--- src/rtl/axis_string_to_axis_data.sv ---
// Parses ASCII records "#<hex>;&<hex>;*<hex>\n" into one binary AXIS beat (tdata/tdest/tuser).
// Define AXIS_STRING_TO_DATA_ERR_EN to add the s_err dropped-record pulse output.
module axis_string_to_axis_data #(
    parameter logic [7:0] DELIMITER   = 8'h3B,
    parameter logic [7:0] TERMINATION = 8'h0A,
    parameter int         MBUS_WIDTH  = 1,
    parameter int         USER_WIDTH  = 1,
    parameter int         DEST_WIDTH  = 1,
    parameter logic [7:0] DATA_PREFIX = 8'h23,
    parameter logic [7:0] DEST_PREFIX = 8'h26,
    parameter logic [7:0] USER_PREFIX = 8'h2A
) (
    input  logic                    aclk,
    input  logic                    arstn,
    input  logic [7:0]              s_axis_tdata,
    input  logic                    s_axis_tvalid,
    output logic                    s_axis_tready,
    output logic [MBUS_WIDTH*8-1:0] m_axis_tdata,
    output logic                    m_axis_tvalid,
    input  logic                    m_axis_tready,
    output logic [USER_WIDTH-1:0]   m_axis_tuser,
    output logic [DEST_WIDTH-1:0]   m_axis_tdest
`ifdef AXIS_STRING_TO_DATA_ERR_EN
    ,
    output logic                    s_err
`endif
);

    localparam int DATA_W = MBUS_WIDTH * 8;

    typedef enum logic [1:0] {
        ST_IDLE,
        ST_FIELD,
        ST_DISCARD,
        ST_OUTPUT
    } state_t;

    typedef enum logic [1:0] {
        SEL_DATA,
        SEL_DEST,
        SEL_USER
    } sel_t;

    state_t                  state, state_next;
    sel_t                    sel, sel_next;
    logic [DATA_W-1:0]       data_acc, data_acc_next;
    logic [DEST_WIDTH-1:0]   dest_acc, dest_acc_next;
    logic [USER_WIDTH-1:0]   user_acc, user_acc_next;
    logic                    seen, seen_next;
    logic                    accept;
    logic [4:0]              hex;
    logic                    is_prefix;

    // Returns {valid, nibble} for an ASCII hex digit of either case.
    function automatic logic [4:0] hex_decode(input logic [7:0] c);
        logic [4:0] r;
        r = 5'd0;
        if (c >= 8'h30 && c <= 8'h39)
            r = {1'b1, c[3:0]};
        else if ((c >= 8'h41 && c <= 8'h46) || (c >= 8'h61 && c <= 8'h66))
            r = {1'b1, 4'(c[3:0] + 4'd9)};
        return r;
    endfunction

    assign accept        = s_axis_tvalid && s_axis_tready;
    assign s_axis_tready = (state != ST_OUTPUT);
    assign hex           = hex_decode(s_axis_tdata);
    assign is_prefix     = (s_axis_tdata == DATA_PREFIX) || (s_axis_tdata == DEST_PREFIX)
                        || (s_axis_tdata == USER_PREFIX);

    // The accumulators double as the output registers; they only move outside OUTPUT.
    assign m_axis_tdata = data_acc;
    assign m_axis_tdest = dest_acc;
    assign m_axis_tuser = user_acc;

    always_comb begin
        state_next    = state;
        sel_next      = sel;
        data_acc_next = data_acc;
        dest_acc_next = dest_acc;
        user_acc_next = user_acc;
        seen_next     = seen;

        case (state)
            ST_IDLE: begin
                if (accept) begin
                    if (is_prefix) begin
                        state_next = ST_FIELD;
                        seen_next  = 1'b1;
                        if (s_axis_tdata == DATA_PREFIX) begin
                            sel_next      = SEL_DATA;
                            data_acc_next = '0;
                        end else if (s_axis_tdata == DEST_PREFIX) begin
                            sel_next      = SEL_DEST;
                            dest_acc_next = '0;
                        end else begin
                            sel_next      = SEL_USER;
                            user_acc_next = '0;
                        end
                    end else if (s_axis_tdata == TERMINATION) begin
                        if (seen)
                            state_next = ST_OUTPUT;
                    end else begin
                        state_next = ST_DISCARD;
                    end
                end
            end

            ST_FIELD: begin
                if (accept) begin
                    if (hex[4]) begin
                        // Shifting left keeps only the most recent digits that fit the field.
                        case (sel)
                            SEL_DATA: data_acc_next = (data_acc << 4) | DATA_W'(hex[3:0]);
                            SEL_DEST: dest_acc_next = (dest_acc << 4) | DEST_WIDTH'(hex[3:0]);
                            default:  user_acc_next = (user_acc << 4) | USER_WIDTH'(hex[3:0]);
                        endcase
                    end else if (s_axis_tdata == DELIMITER) begin
                        state_next = ST_IDLE;
                    end else if (s_axis_tdata == TERMINATION) begin
                        state_next = ST_OUTPUT;
                    end else begin
                        state_next = ST_DISCARD;
                    end
                end
            end

            ST_DISCARD: begin
                if (accept && s_axis_tdata == TERMINATION) begin
                    state_next    = ST_IDLE;
                    data_acc_next = '0;
                    dest_acc_next = '0;
                    user_acc_next = '0;
                    seen_next     = 1'b0;
                end
            end

            default: begin
                if (m_axis_tready) begin
                    state_next    = ST_IDLE;
                    data_acc_next = '0;
                    dest_acc_next = '0;
                    user_acc_next = '0;
                    seen_next     = 1'b0;
                end
            end
        endcase
    end

    always_ff @(posedge aclk or negedge arstn) begin
        if (!arstn) begin
            state         <= ST_IDLE;
            sel           <= SEL_DATA;
            data_acc      <= '0;
            dest_acc      <= '0;
            user_acc      <= '0;
            seen          <= 1'b0;
            m_axis_tvalid <= 1'b0;
        end else begin
            state         <= state_next;
            sel           <= sel_next;
            data_acc      <= data_acc_next;
            dest_acc      <= dest_acc_next;
            user_acc      <= user_acc_next;
            seen          <= seen_next;
            m_axis_tvalid <= (state_next == ST_OUTPUT);
        end
    end

`ifdef AXIS_STRING_TO_DATA_ERR_EN
    // One pulse per dropped record: only the entry into DISCARD is flagged.
    always_ff @(posedge aclk or negedge arstn) begin
        if (!arstn)
            s_err <= 1'b0;
        else
            s_err <= (state_next == ST_DISCARD) && (state != ST_DISCARD);
    end
`endif

endmodule
--- config.mk ---
export PLATFORM = sky130hd
export DESIGN_NAME = axis_string_to_axis_data
export DESIGN_NICKNAME = d
export VERILOG_FILES = /design/src/rtl/axis_string_to_axis_data.sv
export SDC_FILE = /design/constraint.sdc
export NUM_CORES = 1
export LEC_CHECK = 0
export ABC_AREA = 0
export BUFFER_PORTS_ARGS = -buffer_cell sky130_fd_sc_hd__buf_2
export CORE_AREA = 4 4 54 56
export CTS_CLUSTER_DIAMETER = 30
export DETAILED_ROUTE_END_ITERATION = 8
export DIE_AREA = 0 0 58 60
export PLACE_DENSITY = 0.67
export REMOVE_ABC_BUFFERS = 1
export SYNTH_ARGS = -nofsm -noshare
export SYNTH_HDL_FRONTEND = slang
export SYNTH_SLANG_ARGS = --single-unit
--- constraint.sdc ---
create_clock -name aclk -period 3.15 [get_ports aclk]
set_clock_uncertainty 0.1 [all_clocks]
set_input_delay 0.63 -clock aclk [delete_from_list [all_inputs] [get_ports aclk]]
set_output_delay 0.63 -clock aclk [all_outputs]
set_load 0.02 [all_outputs]
==> summary.md <==
| Metric | Value |
|---|---|
| Crit Path Class | in -> reg |
| Final Cycle Share | 0.8059 |
| Fillcell total | 224 |
| Final design utilization | 0.5545 |
| Global-route wire length before repair | about 4400 um |
| Cts repair resizes | 0 |
| Post-synth top area share | 0.3415 |
| Register area | between 400 and 500 um^2 |
| Synthesized flop and latch total | 16 |
| Total Neg Setup Slack | 0 ns |
| Main combinational cell family by area after synthesis | simple AND/OR/NAND/NOR gates |
| Yosys warnings | 0 |
| Post-route DRC | 0 |
| Max-slew violations | 0 |
| Die width | 58 um |
| Area leader, netlist | dfrtp_1 |
| Port bufs | 23 |
| Synth unique cells | 48 |
| Initial detailed-routing violation count | 45 |
| Core ar. | around 2400 um^2 |
| Routed wire per std cell | about 14 um |
| Total global-route track usage | 0.1641 |
| RSZ-0062 raised after global routing | false |
| CP endpoint kind | register |
| Initial Utilization | 0.4820 |
| Multi-input gate area in the final layout | 699.4 um^2 |
| Leading cell types in the layout, fill and taps excluded | buf_2, dfrtp_1, inv_1, nand2_1, nor2_1 |
| Dpl cell area | 1313 um^2 |
| Status | finished clean |
| Slowest stage cell, crit path | or4_4 |
| EDFF count, synth | 0 |
| Final setup fails | 0 |
| Final instance area | between 1000 and 1500 um^2 |
| Synthesized instance count | around 130 |
| Maxcap violations | 0 |
| Post-synth ARST share | 1.000 |
| Clock Latency Late Sink | between 0.2 and 0.3 ns |
| Post-Syn Area | 1172 um^2 |
| Final Critical Period | between 2 and 3 ns |
| Via count | approximately 1000 |
| I/O pin cnt | 24 |
| Ranking of synthesized cells by area | dfrtp_1, ha_1, mux2i_1 |
| CP max stage delay | 0.44 ns |
| Synth-to-Final Area Change | 15.05% |
| Syn_area_per_cell | around 9 um^2 |
| RePlAce Congestion | 0.8469 |
| Die H | approximately 60 um |
| Fmax achieved | 393.9 MHz |
| Clock buffer depth | 2 |
| Post-synthesis compound-gate area fraction | 0.1804 |
| Antenna diode count | 0 |
| Critical Path Start Type | input port |
| CP required | between 3 and 4 ns |
| Post-DP HPWL | between 2000 and 2500 um |
| Postcts setup bufs | 0 |
| Congestion Overflow GR | 0 |
| TritonCTS clock tree | yes |
| Number of global-route vias before repair | roughly 970 |
| Mux share of post-synthesis cell area | 0.1089 |
| Routed WL | approximately 2500 um |
| Clock Sinks | 16 |
| Root buf cell | clkbuf_4 |
| Die ar. | ~3500 um^2 |
| Initial antenna violation count | 0 |
| Synth Area in Simple Gates | 0.2540 |
| Final Net Count | approximately 170 |
| Adder-cell share of the synthesized area | 0.05336 |
| FP Rows | 18 |
| Most used DFF post-synth | dfrtp_1 |
| Worst path cell trace | buf_2, inv_1, ha_1, nand4bb_1, or4_4, and3_4, a21oi_4, mux2_4 |
| Pwr dens | 426.7 nW/um^2 |
| Commonest non-fill, non-tap cell in the layout | buf_2 |
| IR drop worst, VDD | ~0.0003 V |
| DR pass1 iterations | 4 |
| Sequential fraction of the synthesis area | 0.3415 |
| Relative slew margins | 0.6961 |
| Layout cell share with drive strength beyond 1 | 0.2452 |
| Final ANT Viol Nets | 0 |
| Largest net degree at the start of global routing | 17 |
| Post-CTS Hold Buffers | 0 |
| Pleak | 0.6111 nW |
| Register clock-pin slew on the reported worst setup and hold paths | about 0.09 ns |
| Actual slew at the worst max-slew pin | between 0.4 and 0.5 ns |
| Worst Path Arrival | ~2.6 ns |
| H-tree levels | 1 |
| Crit Path Max Fanout | 8 |
| Fin. Hold Viols | 0 |
| CTS buffer count | 3 |
| Worst min-delay path class | in -> async |
| Post-DR vias/cell | around 5.6 |
| Xor/xnor share of the synthesized area | 0 |
## cell usage after synthesis (2+ instances only)
cell type / n
dfrtp_1: 16
nand2_1: 12
a211oi_1: 2
nor2_1: 10
o21ai_0: 4
a21oi_1: 7
nand4bb_1: 2
clkbuf_1: 3
mux2_1: 2
nor3_1: 4
nand2b_1: 2
inv_1: 12
a31oi_1: 3
mux2i_1: 6
mux2_4: 3
ha_1: 5
nand3_1: 5
and3_1: 2
nor3b_1: 2
## area by class of cell
type,instances,share of cell area
Timing Repair Buffer,25,0.09648
Clock buffer,4,0.02690
Sequential cell,16,0.2968
Tap cell,30,0.02783
Multi-Input combinational cell,98,0.5186
Inverter,12,0.03340
## state kept, by name, indices dropped and copies added, names as in the netlist
name and count:
m_axis_tdata 8, sel 2, state 2, m_axis_tdest 1, m_axis_tuser 1, m_axis_tvalid 1
seen 1
## critical path: cells and delay by family
family	cells	cell delay, ns
muxes	1	0.33
adders and majority gates	1	0.25
buffers and inverters	2	0.26
and+or+nand+nor	3	0.83
AOI/OAI and AO/OA	1	0.31
## stage by stage
step	power (mW)	hold WS, ns	instances	setup slack [ns]
after detailed placement	0.4487	0.3856	181	0.3097
after global placement	0.4450	0.3757	181	0.3845
final	0.5755	0.1312	185	0.6113
after floorplan	0.3817	0.2344	126	0.6300
after CTS	0.5807	0.1386	185	0.6240
after global routing	0.6140	0.1429	185	0.4766
## worst paths after layout
path	depth (start not counted)	endpoint	slack, ns	start
worst max-delay path	8	m_axis_tdata[0]	0.61	s_axis_tdata[0]
min in group aclk	1	m_axis_tdest	0.40	m_axis_tdest
max in group asynchronous	1	m_axis_tvalid	2.57	arstn
worst min register to register	1	m_axis_tdest	0.40	m_axis_tdest
worst min-delay path	1	m_axis_tdata[4]	0.13	arstn
worst max register to register	4	m_axis_tdata[0]	0.96	state[0]
## power by group
| part | total (mW) | internal (mW) | switching [mW] |
|---|---|---|---|
| registers | 0.262 | 0.236 | 0.0258 |
| logic | 0.182 | 0.0702 | 0.112 |
| clock network | 0.132 | 0.0704 | 0.0614 |
| total | 0.576 | 0.377 | 0.199 |
## cell families (layout without fill, tap and decap cells)
| group | Yosys count | in the layout |
|---|---|---|
| flip-flops | 16 | 16 |
| AND/OR/NAND/NOR | 52 | 52 |
| adder cells (fa/ha/maj) | 5 | 5 |
| multiplexers | 11 | 11 |
| AO/OA/AOI/OAI | 30 | 30 |
| buffers and inverters | 17 | 41 |
## metal layers
layer / global-route usage / up-vias / share of wire
met5: 0 / - / 0
met4: 0.07947 / 0 / 0.018
met3: 0.006479 / 4 / 0.051
met2: 0.2677 / 33 / 0.47
met1: 0.2234 / 481 / 0.46
li1: - / 520 / -
No activity file was read; power rests on OpenSTA's default activity.
